--- src/rtl/fpu_itof_seq.sv ---
// Multi-cycle signed int32 -> float32 converter: captures magnitude/sign,
// normalises with a bounded per-cycle left shifter, then rounds per RM_SI.
`timescale 1ns/1ps
module fpu_itof_seq #(
  parameter int unsigned C_OP         = 32,
  parameter int unsigned C_MANT       = 23,
  parameter int unsigned C_EXP        = 8,
  parameter int unsigned C_RM         = 2,
  parameter int unsigned C_SHIFT_STEP = 4,
  parameter int unsigned C_EXP_START  = 158
) (
  input  logic              Clk_CI,
  input  logic              Rst_RBI,
  input  logic              Valid_SI,
  output logic              Ready_SO,
  input  logic [C_OP-1:0]   Operand_a_DI,
  input  logic [C_RM-1:0]   RM_SI,
  input  logic              Flush_SI,
  output logic              Valid_SO,
  input  logic              Ready_SI,
  output logic [C_OP-1:0]   Result_DO,
  output logic              Inexact_SO,
  output logic              Busy_SO
);

  typedef enum logic [1:0] {IDLE, NORM, ROUND, DONE} state_t;

  localparam int unsigned LZW = 4;

  state_t            state_q, state_d;
  logic [C_OP-1:0]   mag_q, mag_d;
  logic [C_EXP-1:0]  exp_q, exp_d;
  logic              sign_q, sign_d;
  logic [C_RM-1:0]   rm_q, rm_d;
  logic [C_OP-1:0]   result_q, result_d;
  logic              inexact_q, inexact_d;

  logic [C_OP-1:0]   mag_in;
  logic [LZW-1:0]    lz;
  logic              lz_found;

  logic [C_MANT-1:0] mant_raw;
  logic [C_MANT:0]   mant_sum;
  logic [C_EXP-1:0]  exp_rnd;
  logic              guard, sticky, round_up;

  assign mag_in = Operand_a_DI[C_OP-1] ? (~Operand_a_DI + C_OP'(1)) : Operand_a_DI;

  // Leading-zero count limited to the top C_SHIFT_STEP bits; an all-zero field
  // yields the full step so wide gaps close over several NORM cycles.
  always_comb begin
    lz       = LZW'(C_SHIFT_STEP);
    lz_found = 1'b0;
    for (int unsigned i = 0; i < C_SHIFT_STEP; i++) begin
      if (!lz_found && mag_q[C_OP-1-i]) begin
        lz       = LZW'(i);
        lz_found = 1'b1;
      end
    end
  end

  always_comb begin
    mant_raw = mag_q[C_OP-2 -: C_MANT];
    guard    = mag_q[C_OP-2-C_MANT];
    sticky   = |mag_q[C_OP-3-C_MANT:0];
    case (rm_q)
      2'd0:    round_up = guard && (sticky || mant_raw[0]);
      2'd1:    round_up = 1'b0;
      2'd2:    round_up = !sign_q && (guard || sticky);
      default: round_up = sign_q && (guard || sticky);
    endcase
    mant_sum = {1'b0, mant_raw} + (C_MANT+1)'(round_up);
    // Mantissa carry-out leaves the low bits zero and bumps the exponent.
    exp_rnd  = exp_q + C_EXP'(mant_sum[C_MANT]);
  end

  always_comb begin
    state_d   = state_q;
    mag_d     = mag_q;
    exp_d     = exp_q;
    sign_d    = sign_q;
    rm_d      = rm_q;
    result_d  = result_q;
    inexact_d = inexact_q;
    if (Flush_SI) begin
      state_d   = IDLE;
      inexact_d = 1'b0;
    end else begin
      case (state_q)
        IDLE: begin
          if (Valid_SI) begin
            sign_d  = Operand_a_DI[C_OP-1];
            mag_d   = mag_in;
            exp_d   = C_EXP'(C_EXP_START);
            rm_d    = RM_SI;
            state_d = (mag_in == '0) ? ROUND : NORM;
          end
        end
        NORM: begin
          if (mag_q[C_OP-1]) begin
            state_d = ROUND;
          end else begin
            mag_d = mag_q << lz;
            exp_d = exp_q - C_EXP'(lz);
          end
        end
        ROUND: begin
          if (mag_q == '0) begin
            result_d  = '0;
            inexact_d = 1'b0;
          end else begin
            result_d  = {sign_q, exp_rnd, mant_sum[C_MANT-1:0]};
            inexact_d = guard || sticky;
          end
          state_d = DONE;
        end
        DONE: begin
          if (Ready_SI) state_d = IDLE;
        end
        default: state_d = IDLE;
      endcase
    end
  end

  always_ff @(posedge Clk_CI or negedge Rst_RBI) begin
    if (!Rst_RBI) begin
      state_q   <= IDLE;
      mag_q     <= '0;
      exp_q     <= '0;
      sign_q    <= 1'b0;
      rm_q      <= '0;
      result_q  <= '0;
      inexact_q <= 1'b0;
    end else begin
      state_q   <= state_d;
      mag_q     <= mag_d;
      exp_q     <= exp_d;
      sign_q    <= sign_d;
      rm_q      <= rm_d;
      result_q  <= result_d;
      inexact_q <= inexact_d;
    end
  end

  assign Ready_SO   = (state_q == IDLE) && !Flush_SI;
  assign Valid_SO   = (state_q == DONE);
  assign Busy_SO    = (state_q != IDLE);
  assign Result_DO  = result_q;
  assign Inexact_SO = inexact_q;

endmodule

--- config.mk ---
export PLATFORM = sky130hd
export DESIGN_NAME = fpu_itof_seq
export DESIGN_NICKNAME = d
export VERILOG_FILES = /design/src/rtl/fpu_itof_seq.sv
export SDC_FILE = /design/constraint.sdc
export NUM_CORES = 1
export LEC_CHECK = 0
export CORE_MARGIN = 2
export CORE_UTILIZATION = 50
export CTS_BUF_LIST = sky130_fd_sc_hd__clkbuf_4 sky130_fd_sc_hd__clkbuf_8 sky130_fd_sc_hd__clkbuf_16
export CTS_CLUSTER_DIAMETER = 100
export DETAILED_ROUTE_END_ITERATION = 8
export GPL_TIMING_DRIVEN = 0
export PLACE_DENSITY_LB_ADDON = 0.12
export SYNTH_ARGS = -nofsm -noshare
export SYNTH_HDL_FRONTEND = slang
export SYNTH_SLANG_ARGS = --single-unit
--- constraint.sdc ---
create_clock -name Clk_CI -period 3.28 [get_ports Clk_CI]
set_clock_uncertainty 0.2 [all_clocks]
set_input_delay 0.656 -clock Clk_CI [delete_from_list [all_inputs] [get_ports Clk_CI]]
set_output_delay 0.656 -clock Clk_CI [all_outputs]
set_load 0.02 [all_outputs]
==> qor.yml <==
sta:
  report.final.setup_viol: 6
  slew_headroom_pct: 50.1
  drv_slew: 0
  finalWorstSetupSlack_ns: -0.0766
  rsz0062_at_grt: "true"
  finalHoldViolations: 0
  period_needed_ns: 3.36
  clock.fmax_mhz: 298
  worst_pin_slew_ns: 0.741
  period_share_pct: 102
  hold_slack_ns: 0.0362
clocking:
  cts_buffers: 9
  cts_max_path_buffers: 2
  htreeDepth: 3
  clk_pin_slew_ns: 0.07
  hold_buffers: 0
  cts.sinks: 78
  cts-root-buf: "clkbuf_16"
  clk_latency_ns: 0.35
  cts_tree: "built"
synth:
  synth_seq_cells: 78
  synth_enable_flop_cells: 0
  ys_types: 67
  ys.flop_type: "dfrtp_1"
  synth_top_area_share_pct: 32.4
  async_flop_share_pct: 100
  synth_fa_ha_area_share_pct: 2.83
  yosys_warnings: 0
  synth_xor_area_share_pct: 9.17
  ys_seq_area_share_pct: 32.4
  syn_avg_cell_area_um2: 8.41
  synth_cells: 716
  yosysTopAreaCell: "dfrtp_1"
  syn_nets: 768
  synth_top_family_by_area: "simple AND/OR/NAND/NOR gates"
  synth_compound_area_share_pct: 18.8
  yosys.cell_count.top_type: "nand2_1"
  synth-simple-area-share_pct: 20.9
  synthMuxAreaShare_pct: 10.2
  synthTopCellsByArea: "dfrtp_1 (32%), mux2i_1 (6.5%), nand2_1 (6.0%)"
  syn_area_um2: 6020
  yosys-top-cells-count: "nand2_1 (96), dfrtp_1 (78), o21ai_0 (68)"
setup_path:
  crit_path_end_kind: "flip-flop"
  path_class: "flip-flop to flip-flop"
  startpoint_type: "flip-flop"
  rrSetupSlack_ns: -0.08
  crit_required_ns: 3.30
  path_max_fanout: 4
  arrival_ns: 3.38
grt:
  track_usage_pct: 30.8
  antenna_found_initial: 0
  grt_first_pass_wirelength_um: 31200
  grt_pass1_vias: 5906
  grt_max_degree: 52
  gr-total-overflow: 0
route:
  dr_total_vias: 6145
  routed_wl_um: 19400
  postRouteAntennaNets: 0
  drtIter0Drc: 533
  drcViolationCount: 0
  firstDrtPassIters: 8
  drt-wirelength-per-cell_um: 20.0
  via_per_inst: 6.32
finish:
  n_fill_cell: 1082
  area_growth_pct: 28.1
  drive_above_1_share_pct: 17.0
  utilization_pct: 65.0
  final_area_um2: 7710
  antenna_cells: 0
  layout.nets: 872
floorplan:
  placeableCoreArea_um2: 11900
  initial_utilization_pct: 50.7
  fp.dieH_um: 114
  die-area_um2: 12900
  pin_count: 75
  die_w_um: 114
  std_cell_rows: 40
placed_design:
  dpl-instance-area_um2: 6920
  portBuffers: 64
  dp_hpwl_um: 14500
  place.gp.congestion: 0.970
  pre_cts_ws_ns: -1.18
power:
  p_leak_nw: 3.10
  ir_worst_vdd_mv: 0.409
  p_per_area_nw_per_um2: 891
run_status:
  violations: "negative setup slack"
  outcome: "finished with violations"
flow_run:
  max_cap_violations: 0
hold_path:
  hp-class: "input port to async pin"
stage by stage:
| stage | TNS (ns) | instances | total power, mW |
|---|---|---|---|
| finish | -0.188 | 972 | 6.87 |
| global route | -1.68 | 972 | 7.30 |
| CTS | -0.100 | 967 | 6.73 |
| detailed placement | -14.96 | 928 | 5.49 |
| global placement | -117.90 | 927 | 5.41 |
| floorplan | -0.0930 | 716 | 4.19 |
what timing repair did:
action                                  in CTS  in global routing
buffers inserted                            27                  6
endpoints found under the setup margin      34                 16
pin swaps                                   20                  9
gates resized for setup                     72                 27
flip-flops by register name, summed over array words and instances (netlist names):
name	cells
Result_DO	32
rm_q	2
state_q	2
sign_q	1
mag_q	32
exp_q	8
Inexact_SO	1
worst paths after layout:
path,start,to,cells after the start
worst min-delay path,Rst_RBI,Result_DO[27],1
worst min register to register,Result_DO[16],Result_DO[16],2
worst max register to register,mag_q[1],Result_DO[30],16
min in group Clk_CI,Result_DO[16],Result_DO[16],2
max in group asynchronous,Rst_RBI,mag_q[14],2
worst max-delay path,mag_q[1],Result_DO[30],16
area by class of cell:
cell class	count	area (um2)	area share [%]
Multi-Input combinational cell	557	4030	52.3
Sequential cell	78	1950	25.4
Timing Repair Buffer	98	890	11.5
Buffer	53	264	3.42
Clock buffer	9	225	2.92
Tap cell	147	184	2.39
Inverter	23	87.6	1.14
Clock inverter	7	71.3	0.925
placed cells by master (no fill, tap or decap), types with 5 or more instances in the layout:
master / Yosys / final
a21oi_1: 24 / 21
a221oi_1: 16 / 15
a31oi_1: 6 / 5
and3_1: 11 / 7
buf_2: 5 / 7
buf_4: 0 / 35
clkbuf_1: 44 / 39
clkbuf_16: 0 / 9
clkdlybuf4s50_1: 0 / 55
dfrtp_1: 78 / 76
ha_1: 12 / 9
inv_1: 22 / 20
mux2i_1: 39 / 38
mux4_2: 8 / 8
nand2_1: 96 / 94
nand3_1: 14 / 13
nand4_1: 5 / 5
nor2_1: 54 / 50
nor2b_1: 7 / 7
nor3_1: 17 / 13
nor4_1: 17 / 15
o21ai_0: 68 / 65
o31ai_1: 12 / 10
o41ai_1: 6 / 5
or3_1: 6 / 6
or4_4: 1 / 8
xnor2_1: 26 / 25
xor2_1: 37 / 37
cells by family after synthesis:
kind of cell               Yosys count
AOI/OAI and AO/OA                  172
DFF                                 78
adders and majority gates           13
and+or+nand+nor                    258
xor gates and xnor gates            63
buffers and inverters               81
muxes                               51
worst max-delay path, cell delays in order (launching register included):
cell and delay, ns:
dfrtp_1 0.43, nor4_4 0.07, nand2_2 0.12, a21oi_2 0.09, a2111oi_4 0.38, ha_2 0.29, and3_4 0.22, nand3_4 0.08
nor2_4 0.15, and3_4 0.20, and3_4 0.20, ha_4 0.13, and3_4 0.18, and4_4 0.24, nand2_2 0.06, xor2_1 0.13
o21ai_1 0.07
report_power, final:
part           switching [mW]  leakage (nW)  internal (mW)
clock network           0.432         0.150          0.592
registers               0.403         0.966           1.38
logic                    2.37          1.98           1.70
metal layers:
metal / share of wire (%) / global-route usage (%)
met3: 5.7 / 3.61
met5: 0 / 0
met4: 4.4 / 14.6
met1: 42 / 40.6
met2: 48 / 50.9
Power figures use the tool's default switching activity.
==> RTL change (same flow settings) <==
Encoding of `state_t`: now Gray code (2 bits for 4 states).
--- a/src/rtl/fpu_itof_seq.sv
+++ b/src/rtl/fpu_itof_seq.sv
@@ -25,3 +25,3 @@
 
-  typedef enum logic [1:0] {IDLE, NORM, ROUND, DONE} state_t;
+  typedef enum logic [1:0] {IDLE = 2'b00, NORM = 2'b01, ROUND = 2'b11, DONE = 2'b10} state_t;
 
Check against the original RTL: no difference found for any inputs over 4 cycles, from zero or initial values and one cycle with Rst_RBI low; so few cycles prove little.
==> RTL change against the unedited design <==
- critical path depth unchanged
- sequential cell count unchanged
- global-route usage decreased by 3.0 points
- wire length decreased by 8.6%
- synthesized area decreased by 3.5%
- hold slack got worse by 0.014 ns
- design area decreased by 2.3%
- sequential power decreased by 9%
- total power decreased by 24%
- setup slack improved by 0.12 ns
- critical endpoint unchanged
==> RTL change: results (changes against the unedited design) <==
Parameter                              Value

Status
  Status    completed

Synth
  Synthesized Nets    716 (-6.8%)
  Synth unique cells    63 (-6.0%)
  Area share of fa/ha/maj cells after synthesis    2.07% (-0.76 points)
  Average footprint of a synthesized cell    8.69 µm² (+3.4%)
  Mux contribution to synthesized area    12.6% (+2.3 points)
  Complex-gate fraction of the synthesized area    18.1% (-0.74 points)
  Top area cells in the synthesized netlist    dfrtp_1 (34%), mux2i_1 (11%), xor2_1 (6.3%)
  Leading cell types by count after synthesis    nand2_1 (82), dfrtp_1 (78), mux2i_1 (65)
  Area share of xor/xnor cells in the synthesized design    9.50% (+0.33 points)
  Sequential cell area fraction in the yosys report    33.6% (+1.2 points)

Worst setup path
  Critical path fanouts, max    4 (unchanged)
  Minimum setup slack among reg-to-reg paths    0.04 ns (+0.12 ns)
  Worst Path Arrival    3.31 ns (-0.07 ns)
  Largest stage delay, worst path    0.42 ns
  Length in cells of the worst reg-to-reg path    16 (unchanged)

Placed design
  PortBufs    69 (+7.8%)
  Cell count after placement    881 (-5.1%)
  DP Worst Slack    -0.920 ns (+0.256 ns)
  Sum of net half-perimeters after detailed placement    13,000 µm (-10%)
  Area after DPL    0.00670 mm² (-3.1%)
  Final weighted congestion of routability-driven global placement    0.909 (-6.3%)

Power
  Comb pwr    2580 µW (-36%)
  Max rail drop VDD    572 µV (+40%)
  Part of the total power dissipated in the clock network    19.5% (+4.6 points)
  Design internal power    3060 µW (-17%)
  Standby leakage power    0.00297 µW (-4.2%)
  Final Total Pwr    5220 µW (-24%)

Clock network
  Total of cells resized after clock tree synthesis    44 (-39%)
  Post-CTS Repair Setup Buffers    19 (-30%)

Layout
  Layout non-clock buf frac    15.6% (+0.61 points)
  Net count, final    824 (-5.5%)
  Post-synthesis to final-layout area growth    29.7%
  Area taken by multi-input logic gates    0.00385 mm² (-4.4%)
  Filler cell count in the final layout    959 (-11%)
  Inverters, non-clock    19 (-17%)
  Layout cell share with drive strength beyond 1    15.9% (-1.1 points)
  Non-filler cells, final    924 (-4.9%)
  Clock Network Area Fraction    3.97% (+0.12 points)
  #MultiIn Comb    516 (-7.4%)
  Clk_buf instances    11 (+2)

STA
  Transition time at the pin with the least slew margin    0.816 ns (+0.0743 ns)
  Final setup TNS    0 ns (+0.188 ns)
  Final worst hold slack    0.0220 ns (-0.0142 ns)

Routing
  Routed wl met3    999 µm (-9.7%)
  Sum of met2 wire segment lengths after detailed routing    8580 µm (-7.3%)
  Wl on met1    7800 µm (-4.7%)
  Routed vias/inst    5.97 (-5.5%)
  Total Wirelength    17,700 µm (-8.6%)
  Pre-antenna DRT Iters    5 (-3)

Global routing
  Via count of the first global-routing pass    5,458 (-7.6%)
  Met3 Use GR    4.41% (+0.80 points)
  Wire length of the first global-routing pass    27,800 µm (-11%)
  M1 GR Usage    36.9% (-3.7 points)
  GRT met2 Usage    46.8% (-4.1 points)
  Tot GR Track Use    27.9% (-3.0 points)

Floorplanning
  Tap cell instance count    143 (-2.7%)
RTL change: cell count changes after synthesis, moves of 7 or more:
cell,change
nand2_1,-14
mux2i_1,+26
a21oi_1,-8
o21a_1,+15
o21ai_0,-12
nor4_1,-7
nor2_1,-23
o221ai_1,+14
a221oi_1,-14
RTL change: worst max-delay path by stage:
stage                                     from                   endpoint  slack, ns
after floorplan                Operand_a_DI[8]     state_q[1]$_DFFE_PN0P_      -0.03
after global placement                 Rst_RBI      mag_q[12]$_DFFE_PN0P_      -1.26
after detailed placement  mag_q[0]$_DFFE_PN0P_  Result_DO[30]$_DFFE_PN0P_      -0.92
after CTS                             Valid_SI      mag_q[12]$_DFFE_PN0P_      0.008
after global routing      mag_q[5]$_DFFE_PN0P_  Result_DO[30]$_DFFE_PN0P_      -0.07
final                     mag_q[5]$_DFFE_PN0P_  Result_DO[30]$_DFFE_PN0P_       0.04
